[config.mk]
export PLATFORM = sky130hd
export DESIGN_NAME = png_out_buf_flat
export DESIGN_NICKNAME = d
export VERILOG_FILES = /design/src/rtl/png_pkg.sv /design/src/rtl/png_out_buf_if.sv /design/src/rtl/png_out_fifo.sv /design/src/rtl/png_out_buf.sv /design/src/flat_wrapper.sv
export SDC_FILE = /design/constraint.sdc
export NUM_CORES = 2
export LEC_CHECK = 0
export CORE_MARGIN = 3
export CORE_UTILIZATION = 60
export CTS_BUF_LIST = sky130_fd_sc_hd__clkbuf_4 sky130_fd_sc_hd__clkbuf_8
export DETAILED_ROUTE_END_ITERATION = 10
export PLACE_DENSITY = 0.77
export SLEW_MARGIN = 20
export SYNTH_ARGS = -nofsm -noshare
export SYNTH_HDL_FRONTEND = slang
export SYNTH_SLANG_ARGS = --single-unit
[constraint.sdc]
create_clock -name clk -period 6.5 [get_ports clk]
set_input_delay 1.3 -clock clk [delete_from_list [all_inputs] [get_ports clk]]
set_output_delay 1.3 -clock clk [all_outputs]
set_load 0.01 [all_outputs]
[src/rtl/png_pkg.sv]
// Shared definitions for the PNG output buffer: FSM states, CRC polynomial and
// file-length width, plus the 4-bytes-per-cycle CRC32 step.
package png_pkg;

  typedef enum logic [1:0] {
    PNG_OB_IDLE,
    PNG_OB_RUN,
    PNG_OB_FLUSH,
    PNG_OB_DRAIN
  } png_ob_state_e;

  localparam logic [31:0] PNG_CRC_POLY = 32'hEDB88320;
  localparam int          PNG_LEN_W    = 23;
  localparam int          PNG_CNT_W    = 21;

  // Reflected CRC32 over one stream word; byte [31:24] goes first on the wire.
  function automatic logic [31:0] png_crc32_word(input logic [31:0] crc,
                                                 input logic [31:0] w);
    logic [31:0] c;
    c = crc;
    for (int b = 3; b >= 0; b--) begin
      c = c ^ {24'd0, w[b*8 +: 8]};
      for (int k = 0; k < 8; k++)
        c = c[0] ? ((c >> 1) ^ PNG_CRC_POLY) : (c >> 1);
    end
    return c;
  endfunction

endpackage

[src/rtl/png_out_buf_if.sv]
// Encoder-side stream and sink-side ready/valid port of the PNG output buffer.
interface png_out_buf_if;
  import png_pkg::*;

  logic                 frame_start;
  logic                 frame_end;
  logic [PNG_LEN_W-1:0] png_file_len;
  logic                 cdata_vld;
  logic [31:0]          cdata;
  logic                 out_valid;
  logic [31:0]          out_data;
  logic                 out_last;
  logic                 out_ready;

  modport slave (
    input  frame_start, frame_end, png_file_len, cdata_vld, cdata, out_ready,
    output out_valid, out_data, out_last
  );

  modport master (
    output frame_start, frame_end, png_file_len, cdata_vld, cdata, out_ready,
    input  out_valid, out_data, out_last
  );
endinterface

[src/rtl/png_out_fifo.sv]
// First-word-fall-through FIFO, DEPTH x 33 (last tag + data), with occupancy.
module png_out_fifo #(
  parameter int DEPTH = 64,
  parameter int AW    = 6
) (
  input  logic          clk,
  input  logic          rst,
  input  logic          push,
  input  logic [32:0]   wdata,
  input  logic          pop,
  output logic [32:0]   rdata,
  output logic          empty,
  output logic          full,
  output logic [AW:0]   level
);

  logic [32:0] mem_q [DEPTH];
  logic [AW:0] wr_ptr_q, wr_ptr_d;
  logic [AW:0] rd_ptr_q, rd_ptr_d;
  logic        wr_en, rd_en;

  assign empty = (wr_ptr_q == rd_ptr_q);
  assign full  = (wr_ptr_q[AW] != rd_ptr_q[AW]) &&
                 (wr_ptr_q[AW-1:0] == rd_ptr_q[AW-1:0]);
  assign level = wr_ptr_q - rd_ptr_q;

  // A push into a full FIFO still lands when the head leaves in the same cycle.
  assign rd_en = pop && !empty;
  assign wr_en = push && (!full || rd_en);

  assign rdata = empty ? 33'd0 : mem_q[rd_ptr_q[AW-1:0]];

  always_comb begin
    wr_ptr_d = wr_ptr_q;
    rd_ptr_d = rd_ptr_q;
    if (wr_en) wr_ptr_d = wr_ptr_q + 1'b1;
    if (rd_en) rd_ptr_d = rd_ptr_q + 1'b1;
  end

  always_ff @(posedge clk) begin
    if (rst) begin
      wr_ptr_q <= '0;
      rd_ptr_q <= '0;
    end else begin
      wr_ptr_q <= wr_ptr_d;
      rd_ptr_q <= rd_ptr_d;
    end
  end

  always_ff @(posedge clk) begin
    if (wr_en) mem_q[wr_ptr_q[AW-1:0]] <= wdata;
  end

endmodule

[src/rtl/png_out_buf.sv]
// PNG encoder output buffer: hold register tags the final word, FIFO decouples
// the sink, word count is checked against the file length.
// Optional stream CRC32 is built when PNG_OUT_CRC_EN is defined.
module png_out_buf
  import png_pkg::*;
#(
  parameter int DEPTH = 64,
  parameter int AW    = 6
) (
  input  logic                 clk,
  input  logic                 rst,
  png_out_buf_if.slave         bus,
  output logic [AW:0]          fifo_level,
  output logic [PNG_CNT_W-1:0] word_cnt,
  output logic                 overflow,
  output logic                 len_err,
  output logic                 busy,
  output logic [31:0]          crc_out
);

  localparam logic [PNG_CNT_W-1:0] CNT_MAX = '1;

  png_ob_state_e         state_q, state_d;
  logic [31:0]           hold_q, hold_d;
  logic                  hold_v_q, hold_v_d;
  logic [PNG_CNT_W-1:0]  cnt_q, cnt_d;
  logic                  ovf_q, ovf_d;
  logic                  len_err_q, len_err_d;

  logic                  push, pop, empty, full;
  logic [32:0]           push_data, head;
  logic [PNG_LEN_W:0]    exp_words;

  assign pop       = !empty && bus.out_ready;
  assign exp_words = ({1'b0, bus.png_file_len} + 24'd3) >> 2;

  always_comb begin
    state_d   = state_q;
    hold_d    = hold_q;
    hold_v_d  = hold_v_q;
    cnt_d     = cnt_q;
    ovf_d     = ovf_q;
    len_err_d = len_err_q;
    push      = 1'b0;
    push_data = '0;
    case (state_q)
      PNG_OB_IDLE: begin
        if (bus.frame_start) begin
          state_d   = PNG_OB_RUN;
          hold_v_d  = 1'b0;
          cnt_d     = '0;
          ovf_d     = 1'b0;
          len_err_d = 1'b0;
        end
      end
      PNG_OB_RUN: begin
        if (bus.cdata_vld) begin
          if (hold_v_q) begin
            push      = 1'b1;
            push_data = {1'b0, hold_q};
            if (full && !pop) ovf_d = 1'b1;
          end
          hold_d   = bus.cdata;
          hold_v_d = 1'b1;
          if (cnt_q != CNT_MAX) cnt_d = cnt_q + 1'b1;
        end
        // cnt_d already includes a word arriving alongside frame_end
        if (bus.frame_end) begin
          state_d   = PNG_OB_FLUSH;
          len_err_d = ({3'd0, cnt_d} != exp_words);
        end
      end
      PNG_OB_FLUSH: begin
        if (!hold_v_q) begin
          state_d = PNG_OB_DRAIN;
        end else if (!full || pop) begin
          push      = 1'b1;
          push_data = {1'b1, hold_q};
          hold_v_d  = 1'b0;
          state_d   = PNG_OB_DRAIN;
        end
      end
      PNG_OB_DRAIN: begin
        if (empty) state_d = PNG_OB_IDLE;
      end
      default: state_d = PNG_OB_IDLE;
    endcase
  end

  always_ff @(posedge clk) begin
    if (rst) begin
      state_q   <= PNG_OB_IDLE;
      hold_q    <= '0;
      hold_v_q  <= 1'b0;
      cnt_q     <= '0;
      ovf_q     <= 1'b0;
      len_err_q <= 1'b0;
    end else begin
      state_q   <= state_d;
      hold_q    <= hold_d;
      hold_v_q  <= hold_v_d;
      cnt_q     <= cnt_d;
      ovf_q     <= ovf_d;
      len_err_q <= len_err_d;
    end
  end

  png_out_fifo #(.DEPTH(DEPTH), .AW(AW)) u_fifo (
    .clk   (clk),
    .rst   (rst),
    .push  (push),
    .wdata (push_data),
    .pop   (pop),
    .rdata (head),
    .empty (empty),
    .full  (full),
    .level (fifo_level)
  );

  assign bus.out_valid = !empty;
  assign bus.out_data  = head[31:0];
  assign bus.out_last  = head[32];
  assign word_cnt      = cnt_q;
  assign overflow      = ovf_q;
  assign len_err       = len_err_q;
  assign busy          = (state_q != PNG_OB_IDLE);

`ifdef PNG_OUT_CRC_EN
  logic [31:0] crc_q, crc_d;

  always_comb begin
    crc_d = crc_q;
    if (state_q == PNG_OB_IDLE && bus.frame_start)
      crc_d = '1;
    else if (state_q == PNG_OB_RUN && bus.cdata_vld)
      crc_d = png_crc32_word(crc_q, bus.cdata);
  end

  always_ff @(posedge clk) begin
    if (rst) crc_q <= '1;
    else     crc_q <= crc_d;
  end

  assign crc_out = ~crc_q;
`else
  assign crc_out = '0;
`endif

endmodule

[src/flat_wrapper.sv]
// flat-port wrapper written by rule: the top's interface ports become plain ports
module png_out_buf_flat import png_pkg::*;
#(
  parameter int DEPTH = 64,
  parameter int AW    = 6
)
  (clk, rst, fifo_level, word_cnt, overflow, len_err, busy, crc_out, bus_frame_start, bus_frame_end, bus_png_file_len, bus_cdata_vld, bus_cdata, bus_out_ready, bus_out_valid, bus_out_data, bus_out_last);
  png_out_buf_if bus_i ();
  input  logic clk;
  input  logic rst;
  output logic [AW:0] fifo_level;
  output logic [PNG_CNT_W-1:0] word_cnt;
  output logic overflow;
  output logic len_err;
  output logic busy;
  output logic [31:0] crc_out;
  input wire logic [$bits(bus_i.frame_start)-1:0] bus_frame_start;
  input wire logic [$bits(bus_i.frame_end)-1:0] bus_frame_end;
  input wire logic [$bits(bus_i.png_file_len)-1:0] bus_png_file_len;
  input wire logic [$bits(bus_i.cdata_vld)-1:0] bus_cdata_vld;
  input wire logic [$bits(bus_i.cdata)-1:0] bus_cdata;
  input wire logic [$bits(bus_i.out_ready)-1:0] bus_out_ready;
  output wire logic [$bits(bus_i.out_valid)-1:0] bus_out_valid;
  output wire logic [$bits(bus_i.out_data)-1:0] bus_out_data;
  output wire logic [$bits(bus_i.out_last)-1:0] bus_out_last;
  assign bus_i.frame_start = bus_frame_start;
  assign bus_i.frame_end = bus_frame_end;
  assign bus_i.png_file_len = bus_png_file_len;
  assign bus_i.cdata_vld = bus_cdata_vld;
  assign bus_i.cdata = bus_cdata;
  assign bus_i.out_ready = bus_out_ready;
  assign bus_out_valid = bus_i.out_valid;
  assign bus_out_data = bus_i.out_data;
  assign bus_out_last = bus_i.out_last;
  png_out_buf #(.DEPTH(DEPTH), .AW(AW)) u_core (.clk(clk), .rst(rst), .bus(bus_i), .fifo_level(fifo_level), .word_cnt(word_cnt), .overflow(overflow), .len_err(len_err), .busy(busy), .crc_out(crc_out));
endmodule
==> flow_metrics.tcl <==
set metrics [dict create \
    yosysTopAreaCellShare 0.744 \
    start_kind "register" \
    slew_violations 0 \
    dp_hpwl_mm 114 \
    ys_seq_area_frac 0.762 \
    synth_area_mm2 0.0853 \
    worst_pin_slew_ns 1.24 \
    wl_per_cell_um 31.5 \
    layout_min_cycle_time_ns 6.09 \
    cts_buffer_depth 4 \
    multi_input_area_mm2 0.0198 \
    slew_headroom 0.164 \
    initial_core_util 0.608 \
    grt_overflow_total 0 \
    synth_top_flop_cell "edfxtp_1" \
    yosysWarnings 0 \
    post-place-ws_ns 1.39 \
    critPathRequiredTime_ns 5.20 \
    grt_max_degree 106 \
    crit_path_end_kind "output pin" \
    vias 41568 \
    ctsResizeCount 0 \
    nFillCells 8102 \
    drtIter0Drc 5788 \
    hold_viol_final 0 \
    avgSynthCellArea_um2 22.6 \
    worstPathCellList "buf_12, buf_4, mux4_2, mux4_2, nor2b_1, a211oi_1, a211oi_1, clkdlybuf4s50_1" \
    grt_pass1_vias 42278 \
    ir_worst_vdd_mv 0.207 \
    post-route-drc-count 0 \
    arrival_ns 4.79 \
    die_h_um 383 \
    cp_max_fo 37 \
    fin_skew_ns 0.0469 \
    area_growth_pct 12.9 \
    cts_root_buf "clkbuf_8" \
    cap_viol_max_count 0 \
    p_leak_uw 0.0336 \
    cts_hold_buf 0 \
    cts_tree "done" \
    period_share 0.937 \
    hold_class "reg2reg" \
    clkSinkCount 2190 \
    clock_latency_ns 1.01 \
    grt_pass1_wl_mm 292 \
    antenna_found_initial 6 \
    numCtsBuffers 340 \
    synthTopCellsByArea "edfxtp_1 74%, mux4_2 18%, dfxtp_1 1.8%" \
    antenna_left 0 \
    synthDistinctLibCells 64 \
    post_cts.repair.setup_buffers 0 \
    synth_cells 3768 \
    finalSetupViolCount 0 \
    final-seq-area_mm2 0.0650 \
    rsz0062_at_grt "false" \
    core_region_area_mm2 0.140 \
    cp_slowest_cell "a211oi_1" \
    nets 4254 \
    die_width_um 383 \
    grt.total_usage 0.277 \
    worst_slack_ns 0.407 \
    worst_path_largest_cell_delay_ns 0.59 \
    drt_first_pass_iters 7 \
    pin_count 158 \
    viasPerCell 6.61 \
    drt-total-wl_mm 198 \
    whs_ns 0.451 \
    final.setup.tns_ns 0 \
    synth_edf_count 2112 \
    rows 137 \
    max_freq_ghz 0.164 \
    ys_async_sr_fraction 0 \
    dieArea_mm2 0.147 \
    critical_path_class "reg2out" \
    synth-seq-cells 2190 \
    drive_gt1_frac 0.324 \
    cts_max_level 5 \
    routabilityCongestion 0.849 \
    clk_pin_slew_ns 0.07 \
    port_buffers 125 \
    synth_largest_area_cell "edfxtp_1" \
    pwr_density_cell_mw_per_mm2 278 \
    status "complete, no violations" \
]
-- Yosys cell counts, types with 17 or more instances --
cell type and number:
a21oi_1 60, nand3_1 17, nand2_1 104, buf_4 37
buf_2 63, nor2b_1 18, xnor2_1 48, and2_1 53
a211oi_1 35, clkbuf_1 110, buf_1 18, nor2_1 123
edfxtp_1 2112, inv_1 19, dfxtp_1 78, o21ai_0 25
mux2i_1 22, mux4_2 677
-- critical path, delay by kind of cell (launching register included) --
family | cells | cell delay (ns)
muxes | 2 | 1.04
and+or+nand+nor | 1 | 0.15
AOI/OAI and AO/OA | 2 | 0.86
DFF | 1 | 0.45
buffers and inverters | 3 | 1.24
-- logic make-up (layout without fill, tap and decap cells) --
kind of cell / after synthesis / in the layout / synth area share
flops: 2190 / 2190 / 0.762
mux: 699 / 699 / 0.181
simple gates: 394 / 394 / 0.0228
buf+inv: 252 / 865 / 0.0139
compound gates: 152 / 152 / 0.0110
xor+xnor: 64 / 64 / 0.00657
fa+ha+maj: 16 / 16 / 0.00244
other cells: 1 / 36 / 0.0000440
-- routing by layer --
| layer | wire length (um) | GRT usage | vias to the layer above |
|---|---|---|---|
| li1 | - | - | 16695 |
| met1 | 74300 | 0.409 | 21713 |
| met2 | 96200 | 0.427 | 2823 |
| met3 | 23300 | 0.0643 | 335 |
| met4 | 4630 | 0.0773 | 2 |
| met5 | 13 | 0 | - |
-- report_power, final --
part / internal [uW] / switching (uW) / leakage (uW) / total [uW]
registers: 15300 / 33.1 / 0.0241 / 15300
clock network: 5760 / 5010 / 0.00331 / 10800
logic: 289 / 406 / 0.00622 / 695
-- state kept, by name (all words and copies together) (netlist names), named ones only --
register	flops
u_core.hold_q	32
u_core.hold_v_q	1
u_core.len_err	1
u_core.overflow	1
u_core.state_q	2
u_core.u_fifo.mem_q	2112
u_core.u_fifo.rd_ptr_q	7
u_core.u_fifo.wr_ptr_q	7
u_core.word_cnt	21
-- final timing paths --
kind | start | endpoint | slack (ns) | cells past startpoint
setup / recovery | register | bus_out_data[0] | 0.41 | 8
hold / removal | u_core.hold_q[1]$_SDFFE_PP0P_ | u_core.hold_q[1]$_SDFFE_PP0P_ | 0.45 | 2
setup reg to reg | u_core.u_fifo.wr_ptr_q[4]$_SDFFE_PP0P_ | u_core.u_fifo.mem_q[31][21]$_DFFE_PP_ | 2.15 | 9
hold reg to reg | u_core.hold_q[1]$_SDFFE_PP0P_ | u_core.hold_q[1]$_SDFFE_PP0P_ | 0.45 | 2
-- per-stage QoR --
| step | util | cell area (um^2) | power (uW) | std cells |
|---|---|---|---|---|
| 6_report | 0.686 | 96300 | 26800 | 6292 |
| 5_1_grt | 0.686 | 96300 | 27600 | 6290 |
| 4_1_cts | 0.686 | 96300 | 26900 | 6288 |
| 3_5_place_dp | 0.641 | 90000 | 16300 | 5711 |
| 3_3_place_gp | 0.641 | 90000 | 16300 | 5709 |
| 2_1_floorplan | - | 85400 | 16100 | 3799 |
-- final cells by class --
class	instances	share of cell area
tap	1876	0.0244
multi-input combinational	1357	0.206
clock inverter	128	0.00720
clock buffer	449	0.0577
antenna	4	0.000104
timing repair buffer	268	0.0294
sequential	2190	0.675
inverter	20	0.000779
-- cell usage in the layout, fill, tap and decap left out, types with 18 or more instances in the layout --
cell and instances:
xnor2_1 48, nand2_1 104, a21oi_1 59, buf_12 38
dfxtp_1 72, edfxtp_1 2112, nor2_1 58, o21ai_0 25
clkbuf_8 349, conb_1 32, clkbuf_4 100, clkdlybuf4s50_1 124
nor2b_1 18, a211oi_1 35, and2_4 19, and2_1 21
mux4_2 677, nor2_4 65, mux2i_1 22, inv_1 18
clkinv_2 28, clkinv_1 89, buf_4 103
Power figures use the tool's default switching activity.
